**config.mk**
```make
export PLATFORM = sky130hd
export DESIGN_NAME = mem_stage_flat
export DESIGN_NICKNAME = d
export VERILOG_FILES = /design/src/rtl/mem_stage_pkg.sv /design/src/rtl/mem_stage_if.sv /design/src/rtl/mem_stage.sv /design/src/flat_wrapper.sv
export SDC_FILE = /design/constraint.sdc
export NUM_CORES = 1
export LEC_CHECK = 0
export BUFFER_PORTS_ARGS = -buffer_cell sky130_fd_sc_hd__buf_2
export CAP_MARGIN = 20
export CORE_ASPECT_RATIO = 0.75
export CORE_MARGIN = 2
export CORE_UTILIZATION = 30
export CTS_CLUSTER_SIZE = 24
export DETAILED_ROUTE_END_ITERATION = 7
export PLACE_DENSITY_LB_ADDON = 0.3
export SLEW_MARGIN = 15
export SYNTH_ARGS = -nofsm -noshare
export SYNTH_HDL_FRONTEND = slang
export SYNTH_SLANG_ARGS = --single-unit
```
**constraint.sdc**
```tcl
create_clock -name clk -period 3.5 [get_ports clk]
set_input_delay 0.35 -clock clk [delete_from_list [all_inputs] [get_ports clk]]
set_output_delay 0.35 -clock clk [all_outputs]
set_load 0.05 [all_outputs]
```
**src/rtl/mem_stage_pkg.sv**
```systemverilog
// Shared types for the memory-access stage: request/writeback bundles, FSM states
// and the boolean shorthands used across the pipeline.
`ifndef MEM_STAGE_BOOL_DEFS
`define MEM_STAGE_BOOL_DEFS
`define MS_TRUE  1'b1
`define MS_FALSE 1'b0
`endif

package mem_stage_pkg;

   localparam int MS_DATA_W = 32;
   localparam int MS_REG_AW = 5;

   // Request bundle handed over by the execute FU.
   typedef struct packed {
      logic                 valid;
      logic                 mem_read_ena;
      logic                 mem_write_ena;
      logic                 write_reg_need;
      logic [MS_REG_AW-1:0] write_reg_addr;
      logic [MS_DATA_W-1:0] result;
      logic [MS_DATA_W-1:0] addr;
      logic [MS_DATA_W-1:0] write_data;
   } mem_require_t;

   // Writeback bundle; also the forwarding source for younger instructions.
   typedef struct packed {
      logic                 valid;
      logic                 write_reg_need;
      logic [MS_REG_AW-1:0] write_reg_addr;
      logic [MS_DATA_W-1:0] write_data;
   } wb_require_t;

   typedef enum logic {
      IDLE   = 1'b0,
      ACCESS = 1'b1
   } mem_state_t;

   function automatic logic is_misaligned(input logic [1:0] addr_lsb);
      return addr_lsb != 2'b00;
   endfunction

endpackage

```
**src/rtl/mem_stage_if.sv**
```systemverilog
// Bundles the execute-side request, data-memory handshake and writeback outputs of
// the memory stage. master = the stage itself, slave = its surroundings.
interface mem_stage_if #(
   parameter int DATA_W = mem_stage_pkg::MS_DATA_W,
   parameter int REG_AW = mem_stage_pkg::MS_REG_AW
);

   logic              in_valid;
   logic              in_mem_read_ena;
   logic              in_mem_write_ena;
   logic              in_write_reg_need;
   logic [REG_AW-1:0] in_write_reg_addr;
   logic [DATA_W-1:0] in_result;
   logic [DATA_W-1:0] in_addr;
   logic [DATA_W-1:0] in_write_data;
   logic              flush;
   logic              stall;

   logic              dmem_req;
   logic              dmem_we;
   logic [DATA_W-1:0] dmem_addr;
   logic [DATA_W-1:0] dmem_wdata;
   logic              dmem_ready;
   logic [DATA_W-1:0] dmem_rdata;

   logic              wb_valid;
   logic              wb_write_reg_need;
   logic [REG_AW-1:0] wb_write_reg_addr;
   logic [DATA_W-1:0] wb_write_data;
   logic              addr_err;

   modport master (
      input  in_valid, in_mem_read_ena, in_mem_write_ena, in_write_reg_need,
             in_write_reg_addr, in_result, in_addr, in_write_data, flush,
             dmem_ready, dmem_rdata,
      output stall, dmem_req, dmem_we, dmem_addr, dmem_wdata,
             wb_valid, wb_write_reg_need, wb_write_reg_addr, wb_write_data, addr_err
   );

   modport slave (
      output in_valid, in_mem_read_ena, in_mem_write_ena, in_write_reg_need,
             in_write_reg_addr, in_result, in_addr, in_write_data, flush,
             dmem_ready, dmem_rdata,
      input  stall, dmem_req, dmem_we, dmem_addr, dmem_wdata,
             wb_valid, wb_write_reg_need, wb_write_reg_addr, wb_write_data, addr_err
   );

endinterface

```
**src/rtl/mem_stage.sv**
```systemverilog
// Memory-access pipeline stage: word loads/stores over a variable-latency handshake,
// registered writeback bundle that doubles as the forwarding source.
module mem_stage
   import mem_stage_pkg::*;
#(
   parameter int DATA_W = MS_DATA_W,
   parameter int REG_AW = MS_REG_AW
) (
   input  logic        clk,
   input  logic        rst,
   mem_stage_if.master bus
);

   mem_require_t      req;
   mem_state_t        state;
   wb_require_t       wb_q;
   logic              addr_err_q;
   logic              is_mem;

   logic              acc_we;
   logic [DATA_W-1:0] acc_addr;
   logic [DATA_W-1:0] acc_wdata;
   logic              acc_reg_need;
   logic [REG_AW-1:0] acc_reg_addr;

   assign req = '{
      valid:          bus.in_valid,
      mem_read_ena:   bus.in_mem_read_ena,
      mem_write_ena:  bus.in_mem_write_ena,
      write_reg_need: bus.in_write_reg_need,
      write_reg_addr: bus.in_write_reg_addr,
      result:         bus.in_result,
      addr:           bus.in_addr,
      write_data:     bus.in_write_data
   };

   assign is_mem = req.mem_read_ena | req.mem_write_ena;

   always_ff @(posedge clk or posedge rst) begin
      // NOTE: every register, the access latch included, is cleared by the async reset so
      // an abandoned request leaves nothing stale on the memory bus; all state uses <=.
      if (rst) begin
         state        <= IDLE;
         acc_we       <= `MS_FALSE;
         acc_addr     <= '0;
         acc_wdata    <= '0;
         acc_reg_need <= `MS_FALSE;
         acc_reg_addr <= '0;
         wb_q         <= '0;
         addr_err_q   <= `MS_FALSE;
      end else begin
         addr_err_q <= `MS_FALSE;
         case (state)
            IDLE: begin
               if (req.valid && !bus.flush) begin
                  if (!is_mem) begin
                     wb_q <= '{valid:          `MS_TRUE,
                               write_reg_need: req.write_reg_need,
                               write_reg_addr: req.write_reg_addr,
                               write_data:     req.result};
                  end else if (is_misaligned(req.addr[1:0])) begin
                     wb_q.valid          <= `MS_TRUE;
                     wb_q.write_reg_need <= `MS_FALSE;
                     addr_err_q          <= `MS_TRUE;
                  end else begin
                     // A request with both enables set is resolved as a store.
                     acc_we              <= req.mem_write_ena;
                     acc_addr            <= req.addr;
                     acc_wdata           <= req.write_data;
                     acc_reg_need        <= req.write_reg_need;
                     acc_reg_addr        <= req.write_reg_addr;
                     wb_q.valid          <= `MS_FALSE;
                     wb_q.write_reg_need <= `MS_FALSE;
                     state               <= ACCESS;
                  end
               end else begin
                  wb_q.valid          <= `MS_FALSE;
                  wb_q.write_reg_need <= `MS_FALSE;
               end
            end

            ACCESS: begin
               // flush is ignored here: the in-flight op is older than the branch.
               if (bus.dmem_ready) begin
                  state      <= IDLE;
                  wb_q.valid <= `MS_TRUE;
                  if (acc_we) begin
                     wb_q.write_reg_need <= `MS_FALSE;
                  end else begin
                     wb_q.write_reg_need <= acc_reg_need;
                     wb_q.write_reg_addr <= acc_reg_addr;
                     wb_q.write_data     <= bus.dmem_rdata;
                  end
               end else begin
                  wb_q.valid          <= `MS_FALSE;
                  wb_q.write_reg_need <= `MS_FALSE;
               end
            end

            default: state <= IDLE;
         endcase
      end
   end

   assign bus.stall             = (state == ACCESS);
   assign bus.dmem_req          = (state == ACCESS);
   assign bus.dmem_we           = acc_we;
   assign bus.dmem_addr         = acc_addr;
   assign bus.dmem_wdata        = acc_wdata;

   assign bus.wb_valid          = wb_q.valid;
   assign bus.wb_write_reg_need = wb_q.write_reg_need;
   assign bus.wb_write_reg_addr = wb_q.write_reg_addr;
   assign bus.wb_write_data     = wb_q.write_data;
   assign bus.addr_err          = addr_err_q;

endmodule

```
**src/flat_wrapper.sv**
```systemverilog
// flat-port wrapper written by rule: the top's interface ports become plain ports
module mem_stage_flat import mem_stage_pkg::*;
#(
   parameter int DATA_W = MS_DATA_W,
   parameter int REG_AW = MS_REG_AW
)
  (clk, rst, bus_in_valid, bus_in_mem_read_ena, bus_in_mem_write_ena, bus_in_write_reg_need, bus_in_write_reg_addr, bus_in_result, bus_in_addr, bus_in_write_data, bus_flush, bus_dmem_ready, bus_dmem_rdata, bus_stall, bus_dmem_req, bus_dmem_we, bus_dmem_addr, bus_dmem_wdata, bus_wb_valid, bus_wb_write_reg_need, bus_wb_write_reg_addr, bus_wb_write_data, bus_addr_err);
  mem_stage_if #(.DATA_W(DATA_W), .REG_AW(REG_AW)) bus_i ();
  input  logic clk;
  input  logic rst;
  input wire logic [$bits(bus_i.in_valid)-1:0] bus_in_valid;
  input wire logic [$bits(bus_i.in_mem_read_ena)-1:0] bus_in_mem_read_ena;
  input wire logic [$bits(bus_i.in_mem_write_ena)-1:0] bus_in_mem_write_ena;
  input wire logic [$bits(bus_i.in_write_reg_need)-1:0] bus_in_write_reg_need;
  input wire logic [$bits(bus_i.in_write_reg_addr)-1:0] bus_in_write_reg_addr;
  input wire logic [$bits(bus_i.in_result)-1:0] bus_in_result;
  input wire logic [$bits(bus_i.in_addr)-1:0] bus_in_addr;
  input wire logic [$bits(bus_i.in_write_data)-1:0] bus_in_write_data;
  input wire logic [$bits(bus_i.flush)-1:0] bus_flush;
  input wire logic [$bits(bus_i.dmem_ready)-1:0] bus_dmem_ready;
  input wire logic [$bits(bus_i.dmem_rdata)-1:0] bus_dmem_rdata;
  output wire logic [$bits(bus_i.stall)-1:0] bus_stall;
  output wire logic [$bits(bus_i.dmem_req)-1:0] bus_dmem_req;
  output wire logic [$bits(bus_i.dmem_we)-1:0] bus_dmem_we;
  output wire logic [$bits(bus_i.dmem_addr)-1:0] bus_dmem_addr;
  output wire logic [$bits(bus_i.dmem_wdata)-1:0] bus_dmem_wdata;
  output wire logic [$bits(bus_i.wb_valid)-1:0] bus_wb_valid;
  output wire logic [$bits(bus_i.wb_write_reg_need)-1:0] bus_wb_write_reg_need;
  output wire logic [$bits(bus_i.wb_write_reg_addr)-1:0] bus_wb_write_reg_addr;
  output wire logic [$bits(bus_i.wb_write_data)-1:0] bus_wb_write_data;
  output wire logic [$bits(bus_i.addr_err)-1:0] bus_addr_err;
  assign bus_i.in_valid = bus_in_valid;
  assign bus_i.in_mem_read_ena = bus_in_mem_read_ena;
  assign bus_i.in_mem_write_ena = bus_in_mem_write_ena;
  assign bus_i.in_write_reg_need = bus_in_write_reg_need;
  assign bus_i.in_write_reg_addr = bus_in_write_reg_addr;
  assign bus_i.in_result = bus_in_result;
  assign bus_i.in_addr = bus_in_addr;
  assign bus_i.in_write_data = bus_in_write_data;
  assign bus_i.flush = bus_flush;
  assign bus_i.dmem_ready = bus_dmem_ready;
  assign bus_i.dmem_rdata = bus_dmem_rdata;
  assign bus_stall = bus_i.stall;
  assign bus_dmem_req = bus_i.dmem_req;
  assign bus_dmem_we = bus_i.dmem_we;
  assign bus_dmem_addr = bus_i.dmem_addr;
  assign bus_dmem_wdata = bus_i.dmem_wdata;
  assign bus_wb_valid = bus_i.wb_valid;
  assign bus_wb_write_reg_need = bus_i.wb_write_reg_need;
  assign bus_wb_write_reg_addr = bus_i.wb_write_reg_addr;
  assign bus_wb_write_data = bus_i.wb_write_data;
  assign bus_addr_err = bus_i.addr_err;
  mem_stage #(.DATA_W(DATA_W), .REG_AW(REG_AW)) u_core (.clk(clk), .rst(rst), .bus(bus_i));
endmodule
```
==> metrics.yaml, run 1 <==
sta:
  worst_hold_slack_ps: 151.2
  finalSetupViolations: 0
  rsz0062_at_grt: "false"
  fin_setup_tns_ps: 0
  layout_setup_ws_ps: 1102
  worst_slew_pin_slew_ps: 846.4
  max_clock_freq_mhz: 417.0
  max-slew-margin-rel: 0.4358
  finalCriticalPeriod_ps: 2398
  hold_viol: 0
  report.final.slew_viol_count: 0
  skew_ps: 6.831
  finalCritPeriodShare: 0.6852
clocking:
  cts_tree: "yes"
  cts.sinks: 112
  cts_hold_buf: 0
  cts-buffers-inserted: 9
  clk_latency_ps: 350
  cts.clk_slew.worst_paths_ps: 70
  h-tree-depth: 3
  cts.path.max_buffers: 2
  post-cts-setup-buffer-count: 0
  post_cts_resize_count: 0
  cts_root_buf: "clkbuf_16"
route:
  drc_errors: 0
  top_layer: "met4"
  dr_wl_met3_um: 816
  firstDrtPassIters: 4
  wl_mm: 11.32
  wl_met2_mm: 4.994
  wl_met1_mm: 5.284
  ant_nets: 0
  via_count: 3197
  drtIter0Drc: 142
  drt-wirelength-per-cell_um: 15.01
  viasPerCell: 4.240
critical_path:
  required_ps: 3730
  cp-end-kind: "register"
  cp_max_fo: 23
  r2r_cells: 4
  timing_worst_setup_path_type: "register to register"
  rr_endpoint: "u_core.bus.wb_write_data[3]"
  worstPathArrival_ps: 2630
  r2r_slack_ps: 1100
  cp_cell_sequence: "nor3b_2 -> o221a_2 -> buf_12 -> mux2_2"
  start_kind: "register"
  max_stage_delay_ps: 640
  r2r_start: "u_core.bus.dmem_req"
  cpMaxStageDelayCell: "o221a_2"
yosys:
  synth_edf_count: 0
  ys_seq_elements: 112
  ys_types: 20
  syn-num-nets: 430
  synth_compound_area_frac: 0.007649
  yosysWarnings: 0
  synth_area_leader_cell: "dfrtp_1"
  synth-simple-area-share: 0.01258
  synth_top_family_by_area: "multiplexers"
  synth_area_leaders: "dfrtp_1 (55%), mux2_4 (29%), mux2_2 (10%)"
  synth_mux_area_frac: 0.3893
  synth_area_per_cell_um2: 17.55
  mappedNetlistArea_mm2: 0.005071
  synthAdderAreaFrac: 0
  async_reset_ff_frac: 1.000
  synthFlopType: "dfrtp_1"
  syn_inst: 289
  ys_seq_area_frac: 0.5527
  yosys.area_share.xor_xnor: 0
  yosysTopAreaCellShare: 0.5527
  yosysMostFrequentCell: "dfrtp_1"
  synth_common_cells: "dfrtp_1 (112), mux2_4 (97), mux2_2 (46)"
floorplanning:
  num_rows: 41
  coreArea_mm2: 0.01667
  die_h_um: 116.6
  start_util: 0.3042
  dieWidth_um: 154.1
  io_pins: 248
  die_area_mm2: 0.01797
placed_design:
  dp.cells: 738
  gp_congestion: 0.7512
  pre_cts_ws_ps: 1121
  dp_hpwl_mm: 8.067
  port_buffers: 247
layout:
  layout-drive-gt1-share: 0.7681
  finalNonFillerCells: 754
  fillCellCount: 1523
  n_antenna_cell: 0
  final_util: 0.4067
  areaGrowthSynthToFinish_pct: 33.70
  multiInputGateArea_mm2: 0.002077
  nets: 675
  ff_latch_area_mm2: 0.002804
grt:
  grt_pass1_vias: 3314
  grt_use_total: 0.1266
  antenna_found_initial: 0
  grt_max_degree: 73
  grt_pass1_wl_mm: 17.63
  overflow: 0
worst_hold_path:
  holdCritPathClass: "input port to async pin"
job:
  cap_violations: 0
pwr:
  leakagePower_nw: 3.616
  pwr_density_cell_mw_per_mm2: 768.2
  ir_drop_v: 0.0003140
status:
  status: "completed"
-- final cells by class --
| type | instances | area share |
|---|---|---|
| clock buffer | 11 | 0.03728 |
| tap | 215 | 0.03968 |
| multi-input combinational | 158 | 0.3063 |
| sequential | 112 | 0.4135 |
| inverter | 2 | 0.001476 |
| timing repair buffer | 251 | 0.1923 |
| clock inverter | 5 | 0.009411 |
-- state kept, by name, indices dropped and copies added, names as in the netlist --
| register | cells |
|---|---|
| u_core.bus.dmem_req | 1 |
| u_core.bus.wb_write_reg_addr | 5 |
| u_core.bus.wb_valid | 1 |
| u_core.bus.wb_write_data | 32 |
| u_core.bus.dmem_wdata | 32 |
| u_core.acc_reg_addr | 5 |
| u_core.bus.dmem_we | 1 |
| u_core.bus.addr_err | 1 |
| u_core.bus.wb_write_reg_need | 1 |
| u_core.acc_reg_need | 1 |
| u_core.bus.dmem_addr | 32 |
-- where the power goes --
group | internal (mW) | switching, mW
clock | 0.600 | 0.474
sequential | 1.64 | 0.196
combinational | 0.756 | 1.54
total | 3.00 | 2.21
-- worst max-delay path by stage --
stage	from	endpoint	cells after the start
finish	u_core.bus.dmem_req	u_core.bus.wb_write_data[3]	4
global route	u_core.bus.dmem_req	u_core.bus.wb_write_data[3]	4
CTS	u_core.bus.dmem_req	u_core.bus.wb_write_data[3]	4
detailed placement	u_core.bus.dmem_req	u_core.bus.wb_write_data[7]	4
global placement	u_core.bus.dmem_req	u_core.bus.wb_write_data[7]	4
floorplan	rst	u_core.acc_reg_addr[0]	1
-- routing by layer --
| layer | up-vias | GRT usage |
|---|---|---|
| met3 | 16 | 0.04045 |
| met1 | 1534 | 0.1677 |
| met4 | 0 | 0.05358 |
| li1 | 1517 | - |
| met2 | 130 | 0.1928 |
| met5 | - | 0 |
-- cell usage in the layout (no fill, tap or decap), drive strengths merged --
cell type    n
clkbuf      11
a32o         1
and2         3
nand3b       1
mux2       143
dfrtp      112
nand2        1
clkinvlp     1
nor3b        2
a21o         1
nor2b        1
buf        251
clkinv       2
nor2         2
inv          3
bufinv       1
o21ai        2
o221a        1
-- through the flow --
step	total power, mW	instance area, um^2
after global routing	5.465	6780
after CTS	5.280	6780
final	5.209	6780
after floorplan	3.624	5071
after global placement	4.150	6464
after detailed placement	4.167	6464
-- worst max-delay path: cells and delay by family, from the launching register on --
kind | cells | cell delay (ps)
AOI/OAI and AO/OA | 1 | 640
buffers and inverters | 1 | 280
DFF | 1 | 600
muxes | 1 | 360
and+or+nand+nor | 1 | 380
-- kinds of logic after synthesis --
group	count (synthesis)
AOI/OAI and AO/OA	5
buffers and inverters	19
DFF	112
muxes	143
and+or+nand+nor	10
(Power assumes the default switching activity.)
==> run 2, diff against run 1 <==
--- a/config.mk
+++ b/config.mk
@@ -5,6 +5,7 @@
 export SDC_FILE = /design/constraint.sdc
 export NUM_CORES = 1
 export LEC_CHECK = 0
+export ABC_AREA = 1
 export BUFFER_PORTS_ARGS = -buffer_cell sky130_fd_sc_hd__buf_2
 export CAP_MARGIN = 20
 export CORE_ASPECT_RATIO = 0.75
==> constraint.sdc (replaced) <==
create_clock -name clk -period 2 [get_ports clk]
set_input_delay 0.2 -clock clk [delete_from_list [all_inputs] [get_ports clk]]
set_output_delay 0.2 -clock clk [all_outputs]
set_load 0.05 [all_outputs]
==> run 2 against run 1 <==
Die area decreased by 3.9%; via count increased by 40%; non-clock buffer count increased by 8; clock-buffer cell count decreased by 2; highest routed layer unchanged.
==> metrics.yaml, run 2 <==
pwr:
  pwr_density_cell_mw_per_mm2: 1268  # was 768.2 mW/mm^2
  leakagePower_nw: 3.988  # was 3.616 nW
  ir_drop_v: 0.0005988  # was 0.0003140 V
critical_path:
  path_buf_inv: 2  # was 1
  start_kind: "register"  # unchanged
  timing_worst_setup_path_type: "register to output port"  # was register to register
  r2r_cells: 7  # was 4
  cp_max_fo: 19  # was 23
  cp_cell_sequence: "buf_4 -> buf_2"  # was nor3b_2 -> o221a_2 -> buf_12 -> mux2_2
  cp-end-kind: "output port"  # was register
  cpMaxStageDelayCell: "dfrtp_1"  # was o221a_2
  worstPathArrival_ps: 1370  # was 2630 ps
  path_delay_family: "buffers and inverters"  # was compound AO/OA/AOI/OAI gates
  path_depth: 2  # was 4
  r2r_start: "u_core.bus.dmem_req"  # unchanged
  max_stage_delay_ps: 450  # was 640 ps
  rr_endpoint: "u_core.bus.dmem_addr[19]"  # was u_core.bus.wb_write_data[3]
  r2r_slack_ps: 530  # was 1100 ps
  required_ps: 1800  # was 3730 ps
grt:
  antenna_found_initial: 0  # unchanged
  grt_max_degree: 72  # was 73
  grt_pass1_wl_mm: 20.42  # was 17.63 mm
  overflow: 0  # unchanged
  grt_pass1_vias: 4016  # was 3,314
  grt_use_total: 0.1494  # was 0.1266
clocking:
  cts.path.max_buffers: 2  # unchanged
  clk_latency_ps: 350  # about the same
  cts.clk_slew.worst_paths_ps: 80  # was 70 ps
  cts-buffers-inserted: 9  # unchanged
  cts_root_buf: "clkbuf_16"  # unchanged
  post_cts_resize_count: 0  # unchanged
  h-tree-depth: 3  # unchanged
  cts_tree: "yes"  # unchanged
  cts.sinks: 112  # unchanged
yosys:
  synth_edf_count: 0  # unchanged
  async_reset_ff_frac: 1.000  # unchanged
  yosysMostFrequentCell: "nand2_1"  # was dfrtp_1
  yosysWarnings: 0  # unchanged
  synthFlopType: "dfrtp_1"  # unchanged
  syn_inst: 606  # was 289
  syn-num-nets: 747  # was 430
  synth_common_cells: "nand2_1 (396), dfrtp_1 (112), nand3_1 (38)"  # was dfrtp_1 (112), mux2_4 (97), mux2_2 (46)
  yosysTopAreaCellShare: 0.5760  # was 0.5527
  mappedNetlistArea_mm2: 0.004866  # was 0.005071 mm^2
  synth_area_leaders: "dfrtp_1 (58%), nand2_1 (31%), nand3_1 (3.9%)"  # was dfrtp_1 (55%), mux2_4 (29%), mux2_2 (10%)
  ys_types: 17  # was 20
  synth_area_leader_cell: "dfrtp_1"  # unchanged
  synth_area_per_cell_um2: 8.030  # was 17.55 um^2
  ys_seq_area_frac: 0.5760  # was 0.5527
  ys_seq_elements: 112  # unchanged
sta:
  finalSetupViolations: 0  # unchanged
  report.final.slew_viol_count: 0  # unchanged
  skew_ps: 7.202  # was 6.831 ps
  finalCriticalPeriod_ps: 1567
  worst_hold_slack_ps: 39.80  # was 151.2 ps
  finalCritPeriodShare: 0.7833
  rsz0062_at_grt: "false"  # unchanged
  fin_setup_tns_ps: 0  # unchanged
  worst_slew_pin_slew_ps: 654.4  # was 846.4 ps
  max_clock_freq_mhz: 638.3
  max-slew-margin-rel: 0.5637  # was 0.4358
  hold_viol: 0  # unchanged
layout:
  final_util: 0.4119  # was 0.4067
  fillCellCount: 1704  # was 1,523
  layout_commonest_cell: "nand2_1"  # was buf_2
  final_cell_mix: "nand2_1 (396), buf_2 (247), dfrtp_1 (112)"  # was buf_2 (247), dfrtp_1 (111), mux2_4 (97)
  layout-drive-gt1-share: 0.3353  # was 0.7681
  n_antenna_cell: 0  # unchanged
  nets: 983  # was 675
  areaGrowthSynthToFinish_pct: 35.15  # was 33.70%
route:
  firstDrtPassIters: 4  # unchanged
  drt-wirelength-per-cell_um: 12.27  # was 15.01 um
  viasPerCell: 4.229  # was 4.240
  wl_mm: 12.97  # was 11.32 mm
  drc_errors: 0  # unchanged
  drtIter0Drc: 187  # was 142
  ant_nets: 0  # unchanged
  via_count: 4470  # was 3,197
floorplanning:
  start_util: 0.3048  # was 0.3042
  dieWidth_um: 151.1  # was 154.1 um
  die_h_um: 114.3  # was 116.6 um
  coreArea_mm2: 0.01597  # was 0.01667 mm^2
  die_area_mm2: 0.01727  # was 0.01797 mm^2
  num_rows: 40  # was 41
  io_pins: 248  # unchanged
placed_design:
  gp_congestion: 0.7448  # was 0.7512
  dp_hpwl_mm: 9.330  # was 8.067 mm
  port_buffers: 247  # unchanged
worst_hold_path:
  hold_start: "bus_in_addr[2]"
  worstHoldEndpoint: "u_core.bus.dmem_addr[2]"
  holdCritPathClass: "input port to register"  # was input port to async pin
  whs_path_depth: 3
status:
  status: "completed"  # unchanged
job:
  cap_violations: 0  # unchanged
## run 2: changes by cell type in the layout (fill, tap and decap cells not counted), moves of 6 or more
| cell | before | now |
|---|---|---|
| mux2_4 | 97 | 0 |
| nand3_1 | 0 | 38 |
| nand2_1 | 1 | 396 |
| inv_1 | 1 | 7 |
| buf_4 | 1 | 7 |
| mux2_2 | 46 | 0 |
## run 2: worst max path at each step
stage	from	endpoint	slack, ps
floorplan	rst	u_core.acc_reg_addr[0]	440
global placement	bus_in_addr[0]	u_core.bus.dmem_wdata[1]	580
detailed placement	u_core.bus.dmem_req	u_core.bus.dmem_addr[12]	550
CTS	u_core.bus.dmem_req	bus_stall	400
global route	u_core.bus.dmem_req	bus_stall	340
finish	u_core.bus.dmem_req	bus_stall	430
## run 2: area by class of cell
| type | instances | area [um^2] | share of cell area |
|---|---|---|---|
| well taps | 210 | 262.8 | 0.03995 |
| flip-flops and latches | 112 | 2803 | 0.4262 |
| multi-input cells | 450 | 1782 | 0.2709 |
| clock buffers | 9 | 225.2 | 0.03425 |
| clock inverters | 7 | 83.83 | 0.01275 |
| inverters | 10 | 41.29 | 0.006279 |
| repair buffers | 259 | 1379 | 0.2097 |
## run 2: logic make-up after synthesis
family / after synthesis / synth area share
AOI/OAI and AO/OA: 4 / 0.004114
buffers and inverters: 44 / 0.05786
DFF: 112 / 0.5760
and+or+nand+nor: 446 / 0.3620
## run 2: repair_timing
item	CTS	global route
hold buffers	1	0
hold endpoints to repair	60	0
setup buffers	0	0
## run 2: metrics by stage
| stage | setup WS [ps] | total power, mW | cells | instance area [um^2] |
|---|---|---|---|---|
| global placement | 582.1 | 6.507 | 1040 | 6257 |
| detailed placement | 545.2 | 6.530 | 1040 | 6257 |
| floorplan | 442.5 | 5.628 | 606 | 4870 |
| global route | 341.3 | 8.832 | 1057 | 6576 |
| CTS | 402.0 | 8.459 | 1057 | 6576 |
| finish | 433.3 | 8.338 | 1057 | 6576 |
## run 2: tightest hold or removal path, cell delays in order
cell and delay [ps]:
buf_2 70, nand2_1 40, nand2_1 50
## run 2: routing by layer
| layer | GRT usage | vias to the layer above | wire length, um |
|---|---|---|---|
| li1 | - | 2317 | - |
| met1 | 0.2032 | 1978 | 5995 |
| met2 | 0.2273 | 163 | 5594 |
| met3 | 0.05179 | 12 | 1221 |
| met4 | 0.04112 | 0 | 154 |
| met5 | 0 | - | 0 |
## run 2: where the power goes
part	switching, mW	internal [mW]	total, mW
Sequential	0.288	2.81	3.10
Combinational	2.63	0.724	3.36
Clock	0.876	1.00	1.88
Total	3.80	4.54	8.34
==> run 3, diff against run 2 <==
--- a/config.mk
+++ b/config.mk
@@ -5,7 +5,7 @@
 export SDC_FILE = /design/constraint.sdc
 export NUM_CORES = 1
 export LEC_CHECK = 0
-export ABC_AREA = 1
+export ABC_AREA = 0
 export BUFFER_PORTS_ARGS = -buffer_cell sky130_fd_sc_hd__buf_2
 export CAP_MARGIN = 20
 export CORE_ASPECT_RATIO = 0.75
==> constraint.sdc (replaced) <==
create_clock -name clk -period 1.6 [get_ports clk]
set_input_delay 0.16 -clock clk [delete_from_list [all_inputs] [get_ports clk]]
set_output_delay 0.16 -clock clk [all_outputs]
set_load 0.05 [all_outputs]
==> run 3 against run 2 <==
The flow now finishes with violations (negative hold slack, negative setup slack); sequential share of layout area fell by 2.8 points; worst setup slack got worse by 490 ps; first-iteration DRC count fell by 46%; final cell count fell by 27%; die area rose by 4.1%; register-to-register slack got worse by 590 ps; design area rose by 7.2%; non-clock buffer count rose by 8; sequential power rose by 30%; wire length fell by 1.6%; combinational power rose by 53%.
==> metrics.yaml, run 3 (synthesis gave the netlist of run 1 again) <==
status:
  violations: "negative hold slack, negative setup slack"
  status: "complete, but fails checks"  # was completed
critical_path:
  cpMaxStageDelayCell: "dfrtp_2"  # was dfrtp_1
  timing_worst_setup_path_type: "register to register"  # was register to output port
  cp_max_fo: 12  # was 19
  cp_cell_sequence: "nor3b_4 -> nand3b_1 -> buf_4 -> clkbuf_16 -> mux2_4"  # was buf_4 -> buf_2
  worstPathArrival_ps: 1890  # was 1370 ps
  r2r_start: "u_core.bus.dmem_req"  # unchanged
  r2r_cells: 5  # was 7
  max_stage_delay_ps: 440  # was 450 ps
  cp-end-kind: "register"  # was output port
  rr_endpoint: "u_core.bus.dmem_wdata[23]"  # was u_core.bus.dmem_addr[19]
  start_kind: "register"  # unchanged
  r2r_slack_ps: -60  # was 530 ps
  required_ps: 1830  # was 1800 ps
layout:
  layout_commonest_cell: "buf_2"  # was nand2_1
  layout-drive-gt1-share: 0.7726  # was 0.3353
  multiInputGateArea_mm2: 0.002118  # was 0.001782 mm^2
  nets: 691  # was 983
  final_util: 0.4228  # was 0.4119
  n_antenna_cell: 0  # unchanged
  fin_area_mm2: 0.007049  # was 0.006576 mm^2
  fillCellCount: 1525  # was 1,704
  final_cell_mix: "buf_2 (246), dfrtp_1 (111), mux2_4 (104)"  # was nand2_1 (396), buf_2 (247), dfrtp_1 (112)
  ff_latch_area_mm2: 0.002804  # was 0.002803 mm^2
  areaGrowthSynthToFinish_pct: 39.01  # was 35.15%
route:
  dr_wl_met3_um: 851  # was 1.221 mm
  wl_met1_mm: 5.710  # was 5.995 mm
  wl_met2_mm: 6.039  # was 5.594 mm
  viasPerCell: 4.380  # was 4.229
  firstDrtPassIters: 4  # unchanged
  via_count: 3368  # was 4,470
  top_layer: "met4"  # unchanged
  ant_nets: 0  # unchanged
  wl_mm: 12.76  # was 12.97 mm
  drt-wirelength-per-cell_um: 16.59  # was 12.27 um
  drc_errors: 0  # unchanged
  drtIter0Drc: 101  # was 187
floorplanning:
  coreArea_mm2: 0.01667  # was 0.01597 mm^2
  num_rows: 41  # was 40
  io_pins: 248  # unchanged
  start_util: 0.3042  # was 0.3048
  die_h_um: 116.6  # was 114.3 um
  die_area_mm2: 0.01797  # was 0.01727 mm^2
  dieWidth_um: 154.1  # was 151.1 um
pwr:
  p_sw_frac: 0.4306  # was 0.4555
  leakagePower_nw: 3.779  # was 3.988 nW
  ir_drop_v: 0.0008253  # was 0.0005988 V
  p_seq_frac: 0.356  # was 0.372
  power_frac_comb: 0.454  # was 0.403
  netSwitchingPower_mw: 4.869  # was 3.798 mW
  total_power_mw: 11.31  # was 8.338 mW
  clkPwrFrac: 0.191  # was 0.225
  pwr_density_cell_mw_per_mm2: 1604  # was 1268 mW/mm^2
  p_int_mw: 6.437  # was 4.540 mW
clocking:
  h-tree-depth: 3  # unchanged
  cts.clk_slew.worst_paths_ps: 70  # was 80 ps
  cts_root_buf: "clkbuf_16"  # unchanged
  clk_latency_ps: 350  # about the same
  cts.sinks: 112  # unchanged
  cts-buffers-inserted: 9  # unchanged
  cts.path.max_buffers: 2  # unchanged
  cts_tree: "yes"  # unchanged
sta:
  max_clock_freq_mhz: 603.7
  max-slew-margin-rel: 0.5315  # was 0.5637
  worst_slew_pin_slew_ps: 702.7  # was 654.4 ps
  fin_setup_tns_ps: -2498  # was 0 ps
  finalCriticalPeriod_ps: 1656
  skew_ps: 6.393  # was 7.202 ps
  layout_setup_ws_ps: -56.47  # was 433.3 ps
  rsz0062_at_grt: "true"  # was false
  worst_hold_slack_ps: -96.64  # was 39.80 ps
  hold_viol: 32  # was 0
  report.final.slew_viol_count: 0  # unchanged
  finalCritPeriodShare: 1.035
  finalSetupViolations: 97  # was 0
job:
  cap_violations: 0  # unchanged
grt:
  grt_pass1_wl_mm: 18.90  # was 20.42 mm
  grt_max_degree: 113  # was 72
  grt_use_total: 0.1357  # was 0.1494
  antenna_found_initial: 0  # unchanged
  overflow: 0  # unchanged
  grt_pass1_vias: 3552  # was 4,016
placed_design:
  dp_hpwl_mm: 8.287  # was 9.330 mm
  gp_congestion: 0.7831  # was 0.7448
  placed_cell_area_mm2: 0.006514  # was 0.006257 mm^2
  port_buffers: 247  # unchanged
worst_hold_path:
  holdCritPathClass: "input port to async pin"  # was input port to register
[run 3: cell count changes in the layout (fill, tap and decap cells not counted), sizes merged, moves of 5 or more]
cell    before  now
nand3       39    0
inv         14    4
nand2      400    1
clkbuf       9   14
mux2         0  143
[run 3: worst max-delay path, delay by kind of cell, from the launching register on]
kind | cells | cell delay (ps)
buf+inv | 2 | 390
simple gates | 2 | 410
mux | 1 | 300
flops | 1 | 440
[run 3: how the worst max path moves through the flow]
| stage | endpoint | cells after the start | slack [ps] | start |
|---|---|---|---|---|
| 2_1_floorplan | u_core.bus.wb_write_data[0] | 5 | -130 | u_core.bus.dmem_req |
| 3_3_place_gp | u_core.bus.wb_write_data[3] | 4 | -50 | u_core.bus.dmem_req |
| 3_5_place_dp | u_core.bus.wb_write_data[21] | 3 | -90 | u_core.bus.dmem_req |
| 4_1_cts | u_core.bus.wb_write_data[3] | 4 | -50 | u_core.bus.dmem_req |
| 5_1_grt | u_core.bus.dmem_addr[5] | 5 | -100 | u_core.bus.dmem_req |
| 6_report | u_core.bus.dmem_wdata[23] | 5 | -60 | u_core.bus.dmem_req |
[run 3: what timing repair did]
action | 4_1_cts | 5_1_grt
pin swaps | 2 | 1
gates cloned | 1 | 4
setup buffers | 4 | 3
hold buffers | 1 | 0
resized for setup | 13 | 10
endpoints found under the setup margin | 107 | 106
hold endpoints to repair | 1 | 0
[run 3: stage by stage]
step / setup WS [ps] / instances
after global routing: -97.56 / 769
after detailed placement: -88.69 / 742
after CTS: -46.60 / 763
after floorplan: -129.9 / 289
after global placement: -49.08 / 742
final: -56.47 / 769
[run 3: power groups by stage]
stage | clock network, mW | registers, mW | logic (mW)
3_5_place_dp | 0 | 4.06 | 5.07
4_1_cts | 2.27 | 4.03 | 5.13
5_1_grt | 2.37 | 4.13 | 5.33
2_1_floorplan | 0 | 6.63 | 1.30
6_report | 2.16 | 4.02 | 5.13
3_3_place_gp | 0 | 4.04 | 5.04
[run 3: routing by layer]
layer / vias up / GRT usage
met5: - / 0
met3: 10 / 0.04304
met4: 0 / 0.04361
li1: 1542 / -
met1: 1693 / 0.1720
met2: 123 / 0.2233
[run 3: final cells by class]
| cell class | count | share of cell area |
|---|---|---|
| clock buffer | 10 | 0.03390 |
| tap | 215 | 0.03816 |
| timing repair buffer | 267 | 0.2224 |
| inverter | 2 | 0.001597 |
| sequential | 112 | 0.3978 |
| clock inverter | 5 | 0.005680 |
| multi-input combinational | 158 | 0.3005 |
